==> config.mk <==
export PLATFORM = sky130hd
export DESIGN_NAME = conv_pack
export DESIGN_NICKNAME = d
export VERILOG_FILES = /design/src/rtl/bnn_pkg.sv /design/src/rtl/bnn_word_fifo.sv /design/src/rtl/conv_pack.sv
export SDC_FILE = /design/constraint.sdc
export NUM_CORES = 1
export LEC_CHECK = 0
export CORE_ASPECT_RATIO = 0.5
export CORE_UTILIZATION = 56
export DETAILED_ROUTE_END_ITERATION = 8
export HOLD_SLACK_MARGIN = 0.12
export PLACE_DENSITY = 0.79
export SLEW_MARGIN = 20
export SYNTH_ARGS = -nofsm -noshare
export SYNTH_HDL_FRONTEND = slang
export SYNTH_SLANG_ARGS = --single-unit
==> constraint.sdc <==
create_clock -name clk -period 3.7 [get_ports clk]
set_input_delay 0.74 -clock clk [delete_from_list [all_inputs] [get_ports clk]]
set_output_delay 0.74 -clock clk [all_outputs]
set_load 0.01 [all_outputs]
==> src/rtl/bnn_pkg.sv <==
// Shared definitions for the BNN streaming stages: default widths, the packer
// state encoding and a saturating counter helper.
package bnn_pkg;

  localparam int DIN_W  = 32;
  localparam int PACK_W = 32;
  localparam int CNT_W  = 16;

  typedef enum logic [1:0] {
    IDLE  = 2'd0,
    PACK  = 2'd1,
    FLUSH = 2'd2
  } state_t;

  function automatic logic [CNT_W-1:0] sat_inc(input logic [CNT_W-1:0] v);
    return (v == '1) ? v : v + 1'b1;
  endfunction

endpackage

==> src/rtl/bnn_word_fifo.sv <==
// Show-ahead synchronous word FIFO shared by the BNN stages; head word is
// visible on dout whenever not empty, and dout reads zero when empty.
module bnn_word_fifo #(
  parameter int W     = 32,
  parameter int DEPTH = 4
) (
  input  logic         clk,
  input  logic         rstn,
  input  logic         push,
  input  logic [W-1:0] din,
  input  logic         pop,
  output logic [W-1:0] dout,
  output logic         full,
  output logic         empty
);

  localparam int AW = $clog2(DEPTH);

  logic [W-1:0] mem [DEPTH];
  logic [AW:0]  wr_ptr;
  logic [AW:0]  rd_ptr;
  logic         do_pop;
  logic         do_push;

  // Extra pointer bit distinguishes full from empty when the indices match.
  assign empty   = (wr_ptr == rd_ptr);
  assign full    = (wr_ptr[AW] != rd_ptr[AW]) && (wr_ptr[AW-1:0] == rd_ptr[AW-1:0]);
  assign do_pop  = pop && !empty;
  assign do_push = push && (!full || do_pop);
  assign dout    = empty ? '0 : mem[rd_ptr[AW-1:0]];

  always_ff @(posedge clk) begin
    if (!rstn) begin
      wr_ptr <= '0;
      rd_ptr <= '0;
    end else begin
      if (do_push) wr_ptr <= wr_ptr + 1'b1;
      if (do_pop)  rd_ptr <= rd_ptr + 1'b1;
    end
  end

  always_ff @(posedge clk) begin
    if (do_push) mem[wr_ptr[AW-1:0]] <= din;
  end

endmodule

==> src/rtl/conv_pack.sv <==
// Binarizes conv results against a threshold, packs them LSB-first into words
// and buffers them for a valid/ready consumer. CONV_PACK_POPCNT_EN adds 'ones'.
module conv_pack
  import bnn_pkg::*;
#(
  parameter int DIN_W      = bnn_pkg::DIN_W,
  parameter int PACK_W     = bnn_pkg::PACK_W,
  parameter int FIFO_DEPTH = 4
) (
  input  logic                    clk,
  input  logic                    rstn,
  input  logic                    start,
  input  logic signed [DIN_W-1:0] din,
  input  logic                    ivalid,
  input  logic                    idone,
  input  logic signed [DIN_W-1:0] threshold,
  output logic [PACK_W-1:0]       dout,
  output logic                    ovalid,
  input  logic                    oready,
  output logic                    frame_done,
  output logic [CNT_W-1:0]        words,
  output logic                    overflow
`ifdef CONV_PACK_POPCNT_EN
  ,
  output logic [CNT_W-1:0]        ones
`endif
);

  localparam int IDX_W = $clog2(PACK_W);
  localparam logic [IDX_W-1:0] IDX_LAST = IDX_W'(PACK_W - 1);

  state_t            state;
  state_t            state_nxt;
  logic [PACK_W-1:0] shift;
  logic [PACK_W-1:0] merged;
  logic [PACK_W-1:0] pend_word;
  logic [IDX_W-1:0]  idx;
  logic              pend_push;
  logic              bin_bit;
  logic              take;
  logic              wrap;
  logic              flush_push;
  logic              fifo_full;
  logic              fifo_empty;
  logic              pop;
  logic              accept;
  logic              drop;

  assign bin_bit = (din >= threshold);
  assign take    = (state == PACK) && ivalid && !start;
  assign wrap    = take && (idx == IDX_LAST);

  // A flush pushes whatever the frame left behind, counting this cycle's bit,
  // unless that bit already completed a full word.
  assign flush_push = (state == PACK) && idone && !start && !wrap && (take || (idx != '0));

  assign ovalid = !fifo_empty;
  assign pop    = ovalid && oready;
  assign accept = pend_push && (!fifo_full || pop);
  assign drop   = pend_push && fifo_full && !pop;

  always_comb begin
    merged = shift;
    if (take) merged[idx] = bin_bit;
  end

  always_ff @(posedge clk) begin
    if (!rstn) state <= IDLE;
    else       state <= state_nxt;
  end

  always_comb begin
    state_nxt = state;
    case (state)
      IDLE:    if (start) state_nxt = PACK;
      PACK:    if (start) state_nxt = PACK;
               else if (idone) state_nxt = FLUSH;
      FLUSH:   state_nxt = start ? PACK : IDLE;
      default: state_nxt = IDLE;
    endcase
  end

  // Completed or flushed words wait one cycle in pend_word, so frame_done
  // lines up with the push of the last word.
  always_ff @(posedge clk) begin
    if (!rstn) begin
      shift      <= '0;
      idx        <= '0;
      pend_push  <= 1'b0;
      pend_word  <= '0;
      frame_done <= 1'b0;
      words      <= '0;
      overflow   <= 1'b0;
    end else begin
      pend_push  <= wrap || flush_push;
      frame_done <= (state == PACK) && idone && !start;
      if (wrap || flush_push) pend_word <= merged;

      if (start || wrap || ((state == PACK) && idone)) begin
        shift <= '0;
        idx   <= '0;
      end else if (take) begin
        shift <= merged;
        idx   <= idx + 1'b1;
      end

      if (start)       words <= '0;
      else if (accept) words <= sat_inc(words);

      if (start)     overflow <= 1'b0;
      else if (drop) overflow <= 1'b1;
    end
  end

`ifdef CONV_PACK_POPCNT_EN
  always_ff @(posedge clk) begin
    if (!rstn)                ones <= '0;
    else if (start)           ones <= '0;
    else if (take && bin_bit) ones <= sat_inc(ones);
  end
`endif

  bnn_word_fifo #(
    .W     (PACK_W),
    .DEPTH (FIFO_DEPTH)
  ) u_fifo (
    .clk   (clk),
    .rstn  (rstn),
    .push  (pend_push),
    .din   (pend_word),
    .pop   (pop),
    .dout  (dout),
    .full  (fifo_full),
    .empty (fifo_empty)
  );

endmodule

==> flow_summary.json <==
{
  "status": "finished, final reports clean",
  "drive_gt1_share_pct": 12.7,
  "ioPinCount": 121,
  "final-setup-viol-count": 0,
  "final_common_cell": "edfxtp_1",
  "htreeDepth": 1,
  "final_antenna_net_count": 0,
  "cts.reportedPaths.clkPinSlew_ns": 0.06,
  "wl_per_cell_um": 17.4,
  "cellLeakagePower_nw": 4.05,
  "async_reset_ff_share_pct": 0,
  "clock-root-buffer": "clkbuf_16",
  "rrSetupSlack_ns": 1.40,
  "hold_path_depth": 2,
  "irDropWorstVdd_mv": 0.270,
  "tritoncts": "done",
  "p_sw_share_pct": 20.5,
  "period_minus_slack_ns": 3.16,
  "synth_top_area_share_pct": 39.0,
  "drtIter0Drc": 378,
  "rr_endpoint": "pend_word[19]",
  "switchingPower_mw": 1.00,
  "cp_max_fo": 23,
  "crit_chain": "buf_12 -> mux4_2 -> and2_1 -> clkdlybuf4s50_1",
  "yosys_warnings": 0,
  "synth_area_leader_cell": "edfxtp_1",
  "synth_edf_count": 128,
  "hold_buffers": 0,
  "multiInputGateArea_mm2": 0.00376,
  "total_power_mw": 4.90,
  "gp_congestion": 0.826,
  "power_density_mw_per_mm2": 406,
  "grt_pass1_vias": 6560,
  "hpwlAfterDp_um": 13100,
  "cts.sinks": 226,
  "hold_path_startpoint": "overflow",
  "core_area_mm2": 0.0168,
  "max_slew_margin_pct": 59.7,
  "holdCritPathClass": "flop to flop",
  "reg2reg_depth": 9,
  "ctsResizeCount": 0,
  "dieArea_mm2": 0.0182,
  "die_x_um": 190,
  "grt_setup_unrepaired": "false",
  "cts_setup_buffers": 0,
  "r2r-start": "idx[2]",
  "cpPeakStageDelay_ns": 0.70,
  "synth_fp_nets": 905,
  "setup_tns_ns": 0,
  "crit_buf_inv": 2,
  "critical_path_arrival_ns": 2.42,
  "syn_to_final_growth_pct": 22.3,
  "fillers": 1140,
  "track_usage_pct": 22.8,
  "hold_end": "overflow",
  "final_cell_mix": "edfxtp_1 (128), clkdlybuf4s50_1 (120), dfxtp_1 (97), nor2_1 (94), nand2_1 (61)",
  "cp_slowest_cell": "dfxtp_1",
  "ys_ff_latch": 226,
  "ys_seq_area_share_pct": 58.9,
  "ys_types": 44,
  "grt_start_max_net_pins": 42,
  "synthCells": 792,
  "synth_area_mm2": 0.00985,
  "hold_violations": 0,
  "clkPwrFrac_pct": 40.9,
  "rows": 33,
  "min_period_over_period_pct": 85.5,
  "initial_core_util_pct": 58.8,
  "power.internal_mw": 3.89,
  "cap_violations": 0,
  "synthFlopType": "edfxtp_1",
  "power_frac_seq_pct": 53.9,
  "tightest_slew_ns": 0.602,
  "fin_skew_ns": 0.0167,
  "syn_avg_cell_area_um2": 12.4,
  "max_clock_freq_mhz": 316,
  "p_comb_share_pct": 5.2,
  "grt_pass1_wl_um": 32300,
  "via_per_inst": 5.63,
  "layout.nets": 1030,
  "routed_wl_um": 20100,
  "diodes": 0,
  "path_delay_family": "buffers and inverters",
  "portBuffers": 120,
  "end_kind": "output pin",
  "antenna_found_initial": 0,
  "criticalPathCategory": "flop to output pin",
  "cts-buffers-inserted": 20,
  "report.final.slew_viol_count": 0,
  "ff_latch_area_mm2": 0.00581,
  "die_h_um": 95.8,
  "drc_errors": 0,
  "clk_latency_ns": 0.49,
  "drt_first_pass_iters": 4,
  "cp-start-kind": "flop",
  "synthTopCellsByArea": "edfxtp_1 (39%), dfxtp_1 (20%), mux4_2 (7.3%)",
  "required_ns": 2.96,
  "vias": 6516,
  "clk_path_buf_depth": 3,
  "grt.overflow.total": 0
}
how the worst max path moves through the flow:
stage                      endpoint  slack, ns  cells after the start
after floorplan           shift[17]       0.71                     10
after global placement    shift[30]       0.16                     11
after detailed placement  shift[30]       0.13                     11
after CTS                  dout[17]       0.46                      4
after global routing       dout[17]       0.45                      4
final                      dout[17]       0.54                      4
state kept, by name (all words and copies together), names as in the netlist, named ones only:
| name | count |
|---|---|
| pend_word | 32 |
| words | 16 |
| pend_push | 1 |
| state | 2 |
| u_fifo.wr_ptr | 3 |
| u_fifo.mem | 128 |
| overflow | 1 |
| frame_done | 1 |
| shift | 32 |
| u_fifo.rd_ptr | 3 |
| idx | 5 |
stage by stage:
step	setup slack [ns]	instances	area [um2]	util [%]	hold WS, ns
4_1_cts	0.458	1158	12000	71.9	0.486
2_1_floorplan	0.710	792	9850	-	0.457
3_3_place_gp	0.163	1122	11400	68.1	0.467
5_1_grt	0.450	1158	12000	71.9	0.530
6_report	0.536	1158	12000	71.9	0.474
3_5_place_dp	0.132	1122	11400	68.1	0.470
layout make-up:
cell class	count	share of cell area, %
Timing Repair Buffer	140	11.7
Multi-Input combinational cell	489	31.2
Tap cell	227	2.36
Clock inverter	15	1.07
Clock buffer	21	4.18
Sequential cell	226	48.2
Inverter	40	1.25
Yosys cell counts, drive strengths merged, types with 8 or more instances:
library cell / instances
a211oi: 33
a21oi: 50
and2: 41
buf: 15
clkbuf: 22
dfxtp: 98
edfxtp: 128
ha: 43
inv: 40
mux4: 32
nand2: 61
nand3: 14
nand4: 10
nor2: 94
o211ai: 33
o21ai: 8
xnor2: 10
xor2: 11
per-layer routing:
layer / GRT usage, % / share of wire (%) / vias to the layer above
li1: - / - / 3152
met1: 29.2 / 45 / 3148
met2: 40.7 / 48 / 184
met3: 4.19 / 5.5 / 32
met4: 5.71 / 1.9 / 0
met5: 0 / 0 / -
power by group through the flow:
stage	Sequential, mW	Clock (mW)	Combinational (mW)
floorplan	2.69	0	0.133
global placement	2.69	0	0.248
detailed placement	2.69	0	0.254
CTS	2.64	2.03	0.255
global route	2.63	2.13	0.280
finish	2.64	2.00	0.255
tightest hold or removal path: stages, from the launching register on:
cell	delay [ns]
dfxtp_1	0.33
a21oi_1	0.04
nor2_1	0.07
cells by family (layout without fill, tap and decap cells):
| group | after synthesis | after routing | share of synthesized area, % |
|---|---|---|---|
| mux | 37 | 37 | 7.83 |
| simple gates | 251 | 251 | 12.0 |
| compound gates | 137 | 137 | 10.7 |
| fa+ha+maj | 43 | 43 | 5.46 |
| xor+xnor | 21 | 21 | 1.87 |
| buf+inv | 77 | 216 | 3.21 |
| flops | 226 | 226 | 58.9 |
Power figures use the tool's default switching activity.
